### src/rtl/pe_result_drain.sv
// Collects one result per PE on the rising edge of its done flag, then streams the full frame out row-major over valid/ready.
// Optional NPU_DRAIN_SAT8_EN: output words are unsigned-saturated to 8 bits; stored results keep full width.
module pe_result_drain #(
  parameter int N    = 2,
  parameter int ROWS = 2,
  parameter int COLS = 2,
  localparam int RW  = N + 15,
  localparam int P   = ROWS * COLS,
  localparam int IW  = (P > 1) ? $clog2(P) : 1,
`ifdef NPU_DRAIN_SAT8_EN
  localparam int OW  = 8
`else
  localparam int OW  = RW
`endif
) (
  input  logic            clk,
  input  logic            rst,
  input  logic [P*RW-1:0] pe_out,
  input  logic [P-1:0]    pe_done,
  output logic            out_valid,
  input  logic            out_ready,
  output logic [OW-1:0]   out_data,
  output logic [IW-1:0]   out_index,
  output logic            out_last,
  output logic            busy,
  output logic            overrun,
  output logic [15:0]     frame_count
);

  localparam logic [0:0] ST_COLLECT = 1'b0;
  localparam logic [0:0] ST_DRAIN   = 1'b1;

  logic [0:0]    state_q, state_d;
  logic [P-1:0]  done_q, done_d;
  logic [P-1:0]  captured_q, captured_d;
  logic [P-1:0]  done_rise;
  logic [RW-1:0] result_q [P];
  logic [RW-1:0] result_d [P];
  logic [IW-1:0] idx_q, idx_d;
  logic          out_valid_q, out_valid_d;
  logic [OW-1:0] out_data_q, out_data_d;
  logic [IW-1:0] out_index_q, out_index_d;
  logic          out_last_q, out_last_d;
  logic          busy_q, busy_d;
  logic          overrun_q, overrun_d;
  logic [15:0]   frame_count_q, frame_count_d;

  function automatic logic [OW-1:0] fmt_word(input logic [RW-1:0] v);
`ifdef NPU_DRAIN_SAT8_EN
    fmt_word = (v > RW'(255)) ? 8'hFF : v[7:0];
`else
    fmt_word = v;
`endif
  endfunction

  // Next-state logic for capture, drain sequencing and the output word registers
  always_comb begin
    done_rise     = pe_done & ~done_q;
    done_d        = pe_done;
    state_d       = state_q;
    captured_d    = captured_q;
    overrun_d     = overrun_q;
    idx_d         = idx_q;
    out_valid_d   = out_valid_q;
    out_data_d    = out_data_q;
    out_index_d   = out_index_q;
    out_last_d    = out_last_q;
    busy_d        = busy_q;
    frame_count_d = frame_count_q;
    for (int k = 0; k < P; k++) begin
      result_d[k] = result_q[k];
    end
    case (state_q)
      ST_COLLECT: begin
        // A second edge on an already-filled slot keeps the first value
        overrun_d  = overrun_q | (|(done_rise & captured_q));
        captured_d = captured_q | done_rise;
        for (int k = 0; k < P; k++) begin
          result_d[k] = (done_rise[k] & ~captured_q[k]) ? pe_out[k*RW +: RW] : result_q[k];
        end
        if (&captured_q) begin
          state_d     = ST_DRAIN;
          idx_d       = '0;
          out_valid_d = 1'b1;
          busy_d      = 1'b1;
          out_index_d = '0;
          out_data_d  = fmt_word(result_q[0]);
          out_last_d  = (P == 1);
        end else begin
          state_d = ST_COLLECT;
        end
      end
      ST_DRAIN: begin
        overrun_d = overrun_q | (|done_rise);
        if (out_valid_q & out_ready) begin
          if (out_last_q) begin
            state_d       = ST_COLLECT;
            captured_d    = '0;
            frame_count_d = frame_count_q + 16'd1;
            idx_d         = '0;
            out_valid_d   = 1'b0;
            busy_d        = 1'b0;
            out_index_d   = '0;
            out_data_d    = '0;
            out_last_d    = 1'b0;
          end else begin
            idx_d       = idx_q + IW'(1);
            out_index_d = idx_d;
            out_data_d  = fmt_word(result_q[idx_d]);
            out_last_d  = (idx_d == IW'(P - 1));
          end
        end else begin
          state_d = ST_DRAIN;
        end
      end
      default: begin
        state_d = ST_COLLECT;
      end
    endcase
  end

  // State and output registers with synchronous active-low reset
  always_ff @(posedge clk) begin
    if (!rst) begin
      state_q       <= ST_COLLECT;
      done_q        <= '0;
      captured_q    <= '0;
      idx_q         <= '0;
      out_valid_q   <= 1'b0;
      out_data_q    <= '0;
      out_index_q   <= '0;
      out_last_q    <= 1'b0;
      busy_q        <= 1'b0;
      overrun_q     <= 1'b0;
      frame_count_q <= 16'd0;
      for (int k = 0; k < P; k++) begin
        result_q[k] <= '0;
      end
    end else begin
      state_q       <= state_d;
      done_q        <= done_d;
      captured_q    <= captured_d;
      idx_q         <= idx_d;
      out_valid_q   <= out_valid_d;
      out_data_q    <= out_data_d;
      out_index_q   <= out_index_d;
      out_last_q    <= out_last_d;
      busy_q        <= busy_d;
      overrun_q     <= overrun_d;
      frame_count_q <= frame_count_d;
      for (int k = 0; k < P; k++) begin
        result_q[k] <= result_d[k];
      end
    end
  end

  assign out_valid   = out_valid_q;
  assign out_data    = out_data_q;
  assign out_index   = out_index_q;
  assign out_last    = out_last_q;
  assign busy        = busy_q;
  assign overrun     = overrun_q;
  assign frame_count = frame_count_q;

endmodule

### config.mk
export PLATFORM = sky130hd
export DESIGN_NAME = pe_result_drain
export DESIGN_NICKNAME = d
export VERILOG_FILES = /design/src/rtl/pe_result_drain.sv
export SDC_FILE = /design/constraint.sdc
export NUM_CORES = 1
export LEC_CHECK = 0
export ABC_AREA = 1
export BUFFER_PORTS_ARGS = -buffer_cell sky130_fd_sc_hd__buf_2
export CORE_ASPECT_RATIO = 0.75
export CORE_MARGIN = 1
export CORE_UTILIZATION = 49
export DETAILED_ROUTE_END_ITERATION = 12
export GPL_TIMING_DRIVEN = 0
export PLACE_DENSITY = 0.84
export REMOVE_ABC_BUFFERS = 1
export SLEW_MARGIN = 40
export SYNTH_ARGS = -nofsm -noshare
export SYNTH_HDL_FRONTEND = slang
export SYNTH_SLANG_ARGS = --single-unit
### constraint.sdc
create_clock -name clk -period 1.92 [get_ports clk]
set_clock_uncertainty 0.2 [all_clocks]
set_input_delay 0.192 -clock clk [delete_from_list [all_inputs] [get_ports clk]]
set_output_delay 0.192 -clock clk [all_outputs]
set_load 0.01 [all_outputs]
==> flow_summary.toml <==
[status]
result_of_the_run = "completed"

[placement]
detailed_place_hpwl_microns = 8250
io_buffer_count = 113
dpl_worst_slack_ns = -1.370
gp_congestion = 0.8333
dpl_cell_area_sq_um = 5891
placedCellCount = 890

[synth]
synth_area_leaders = "sky130_fd_sc_hd__edfxtp_1 (29%), sky130_fd_sc_hd__dfxtp_1 (24%), sky130_fd_sc_hd__nor2_1 (10%)"
yosys_warning_total = 0
netlist_instances = 675
synth-simple-area-share = 0.2211
postSynthAreaPerCell_sq_um = 7.908
yosys_register_bits = 115
synth-compound-area-share = 0.1322
synth_cell_types = 32
synth.area.mux_share = 0
synth_adder_area_share = 0.004688
mappedNetlistArea_sq_um = 5338
synth_top_family_by_area = "simple AND/OR/NAND/NOR gates"
yosys.area.top_type = "sky130_fd_sc_hd__edfxtp_1"
synth.yosys.seq_area_share = 0.5270
post_synth_xor_area_fraction = 0.001641
synth_top_area_share = 0.2869

[routing]
remaining_drc_errors = 0
routedWlPerCell_microns = 14.54
dr_total_vias = 5132
drt-vias-per-instance = 5.096
detailed_routing_iteration_count_for_the_pre_antenna_repair_pass = 5
drtAntennaViolNets = 0
detailedRoute.firstIterationViolations = 435
routed_wirelength_microns = 14640

[worst_hold_path]
min_delay_path_depth = 3
hold_path_class = "in2reg"
timing.hold.worst.start = "rst"

[layout]
layout_commonest_cell = "sky130_fd_sc_hd__nor2_1"
final-instance-count-excl-fill = 1007
layout.nets = 935
num-fill-cells = 784
areaGrowthSynthToFinish_pct = 39.87
n_antenna_cell = 0
post_route_cells_drive_above_1_share = 0.2147
post-route-cell-area_sq_um = 7466
commonest_cells_after_routing_fill_and_taps_aside = "sky130_fd_sc_hd__nor2_1 (146), sky130_fd_sc_hd__buf_2 (112), sky130_fd_sc_hd__inv_1 (105)"

[worst_setup_path]
worst_r2r_path_depth = 4
reg2reg_setup_slack_ns = 0.09
worstSetupStartpointType = "flip-flop"
timing.critical_path.slowest_cell_delay_ns = 0.52
critical_path_arrival_ns = 1.72
worst_setup_path_end_kind = "flip-flop"
crit_fanout = 22
critical_path.endpoint = "result_q[2][8]"
worst_r2r_endpoint = "result_q[2][8]"
crit_chain = "clkinvlp_4 > buf_4 > nand4_4 > nand2_4"
type_of_the_worst_setup_path = "reg2reg"
crit_path_top_delay_cell = "sky130_fd_sc_hd__dfxtp_4"
timing.rr.start = "state_q"
worst_setup_path_startpoint = "state_q"
timing.critical_path.required_ns = 1.81

[cts]
root_buffer_cell = "sky130_fd_sc_hd__clkbuf_16"
worst_setup_hold_path_clk_slew_ns = 0.05
clock_insertion_delay_worst_skew_ns = 0.41
numCtsBuffers = 17
cts_tree = "yes"
cts_max_level = 4
clk_path_buf_depth = 2
clock_sink_count = 115

[sta]
finalCriticalPeriod_ns = 1.832
timing_hold_violations_final = 0
worst_margin_slew_ns = 0.6937
maxClockFrequency_mhz = 545.8
timing.final.crit_share = 0.9543
finalMaxSlewViolations = 0
relSlewSlack = 0.5370
grt_setup_unrepaired = "false"
final_critical_path_setup_slack_ns = 0.08770
hold_slack_ns = 0.1194
setup_violations = 0

[floorplan]
floorplan.rows = 32
chipHeight_microns = 92.39
io-pin-count = 114
start_util = 0.5108
die_area_sq_um = 11320
fp.dieW_microns = 122.5
core_area_sq_um = 10450

[pwr]
ir_worst_vdd_mv = 0.7041
finalPower_mw = 6.490
leakage_nw = 3.541
power-per-cell-area_nw_per_um2 = 869.2

[global_routing]
grt_pass1_vias = 4750
all_layer_global_routing_usage = 0.2705
pin_count_of_the_biggest_net_entering_global_routing = 58
grt_first_pass_wirelength_microns = 22990
globalRoute.totalOverflow = 0
antenna_found_initial = 0

[flow_run]
cap_violations = 0
per-stage QoR:
stage          utilization  setup TNS [ns]
2_1_floorplan            -          -27.33
3_3_place_gp        0.5631         -115.44
3_5_place_dp        0.5637          -92.64
4_1_cts             0.7076               0
5_1_grt             0.7144               0
6_report            0.7144               0
where the power goes:
part / internal [mW] / total, mW / switching (mW)
sequential: 2.69 / 2.73 / 0.0451
clock: 2.14 / 3.22 / 1.08
combinational: 0.254 / 0.535 / 0.281
total: 5.09 / 6.49 / 1.40
worst min-delay path by stage:
stage | endpoint | slack, ns
global placement | done_q[2] | 0.19
finish | done_q[1] | 0.12
CTS | state_q | 0.04
floorplan | done_q[0] | 0.09
detailed placement | done_q[3] | 0.19
global route | done_q[1] | 0.14
cells in the mapped netlist:
library cell / number
sky130_fd_sc_hd__clkbuf_1: 8
sky130_fd_sc_hd__clkbuf_2: 1
sky130_fd_sc_hd__buf_4: 2
sky130_fd_sc_hd__clkinv_1: 1
sky130_fd_sc_hd__nand2_1: 89
sky130_fd_sc_hd__ha_1: 2
sky130_fd_sc_hd__xor2_1: 1
sky130_fd_sc_hd__nor2_1: 146
sky130_fd_sc_hd__nor2_2: 3
sky130_fd_sc_hd__o211ai_1: 10
sky130_fd_sc_hd__nand3_2: 4
sky130_fd_sc_hd__buf_6: 4
sky130_fd_sc_hd__nor3_1: 3
sky130_fd_sc_hd__a22oi_1: 5
sky130_fd_sc_hd__or2_2: 8
sky130_fd_sc_hd__buf_1: 1
sky130_fd_sc_hd__dfxtp_1: 64
sky130_fd_sc_hd__nor2_4: 1
sky130_fd_sc_hd__edfxtp_1: 51
sky130_fd_sc_hd__o21ai_0: 63
sky130_fd_sc_hd__inv_2: 4
sky130_fd_sc_hd__buf_2: 18
sky130_fd_sc_hd__nand4_2: 2
sky130_fd_sc_hd__o21ai_1: 5
sky130_fd_sc_hd__o21a_1: 1
sky130_fd_sc_hd__nand2_2: 3
sky130_fd_sc_hd__nand4_1: 5
sky130_fd_sc_hd__inv_1: 106
sky130_fd_sc_hd__o21bai_1: 4
sky130_fd_sc_hd__a21oi_1: 43
sky130_fd_sc_hd__nand3_1: 15
sky130_fd_sc_hd__and3_1: 2
registers in the layout (all words and copies together), names as in the netlist:
signal / flops
out_index: 2
done_q: 4
out_last: 1
busy: 1
result_q: 68
frame_count: 16
captured_q: 4
state_q: 1
overrun: 1
out_data: 17
worst max-delay path, delay by kind of cell, from the launching register on:
family                 cells  cell delay, ns
buffers and inverters      2            0.43
DFF                        1            0.52
and+or+nand+nor            2            0.36
per-layer routing:
layer / track usage / up-vias / part of all wire
met2: 0.4256 / 233 / 0.46
met1: 0.3508 / 2361 / 0.43
met5: 0 / - / 0
met4: 0.09756 / 0 / 0.018
li1: - / 2512 / -
met3: 0.08067 / 26 / 0.086
cell families (layout without fill, tap and decap cells):
kind of cell / count (synthesis) / after routing
compound gates: 131 / 131
flops: 115 / 115
fa+ha+maj: 2 / 2
buf+inv: 145 / 340
simple gates: 281 / 282
xor+xnor: 1 / 1
area by class of cell:
cell class	count	area, sq um	share of cell area
flip-flops and latches	115	2820	0.3777
inverters	111	431.7	0.05782
clock inverters	13	165.2	0.02212
multi-input cells	416	2019	0.2705
well taps	136	170.2	0.02279
clock buffers	19	432.9	0.05799
repair buffers	197	1426	0.1911
repair_timing:
action                     4_1_cts  5_1_grt
setup endpoints to repair      154       56
hold buffers                    73        0
pin swaps                        3        0
gates cloned                     0        1
hold endpoints to repair        75        0
buffers inserted                 6        5
gates resized for setup         19        5
(Power assumes the default switching activity.)
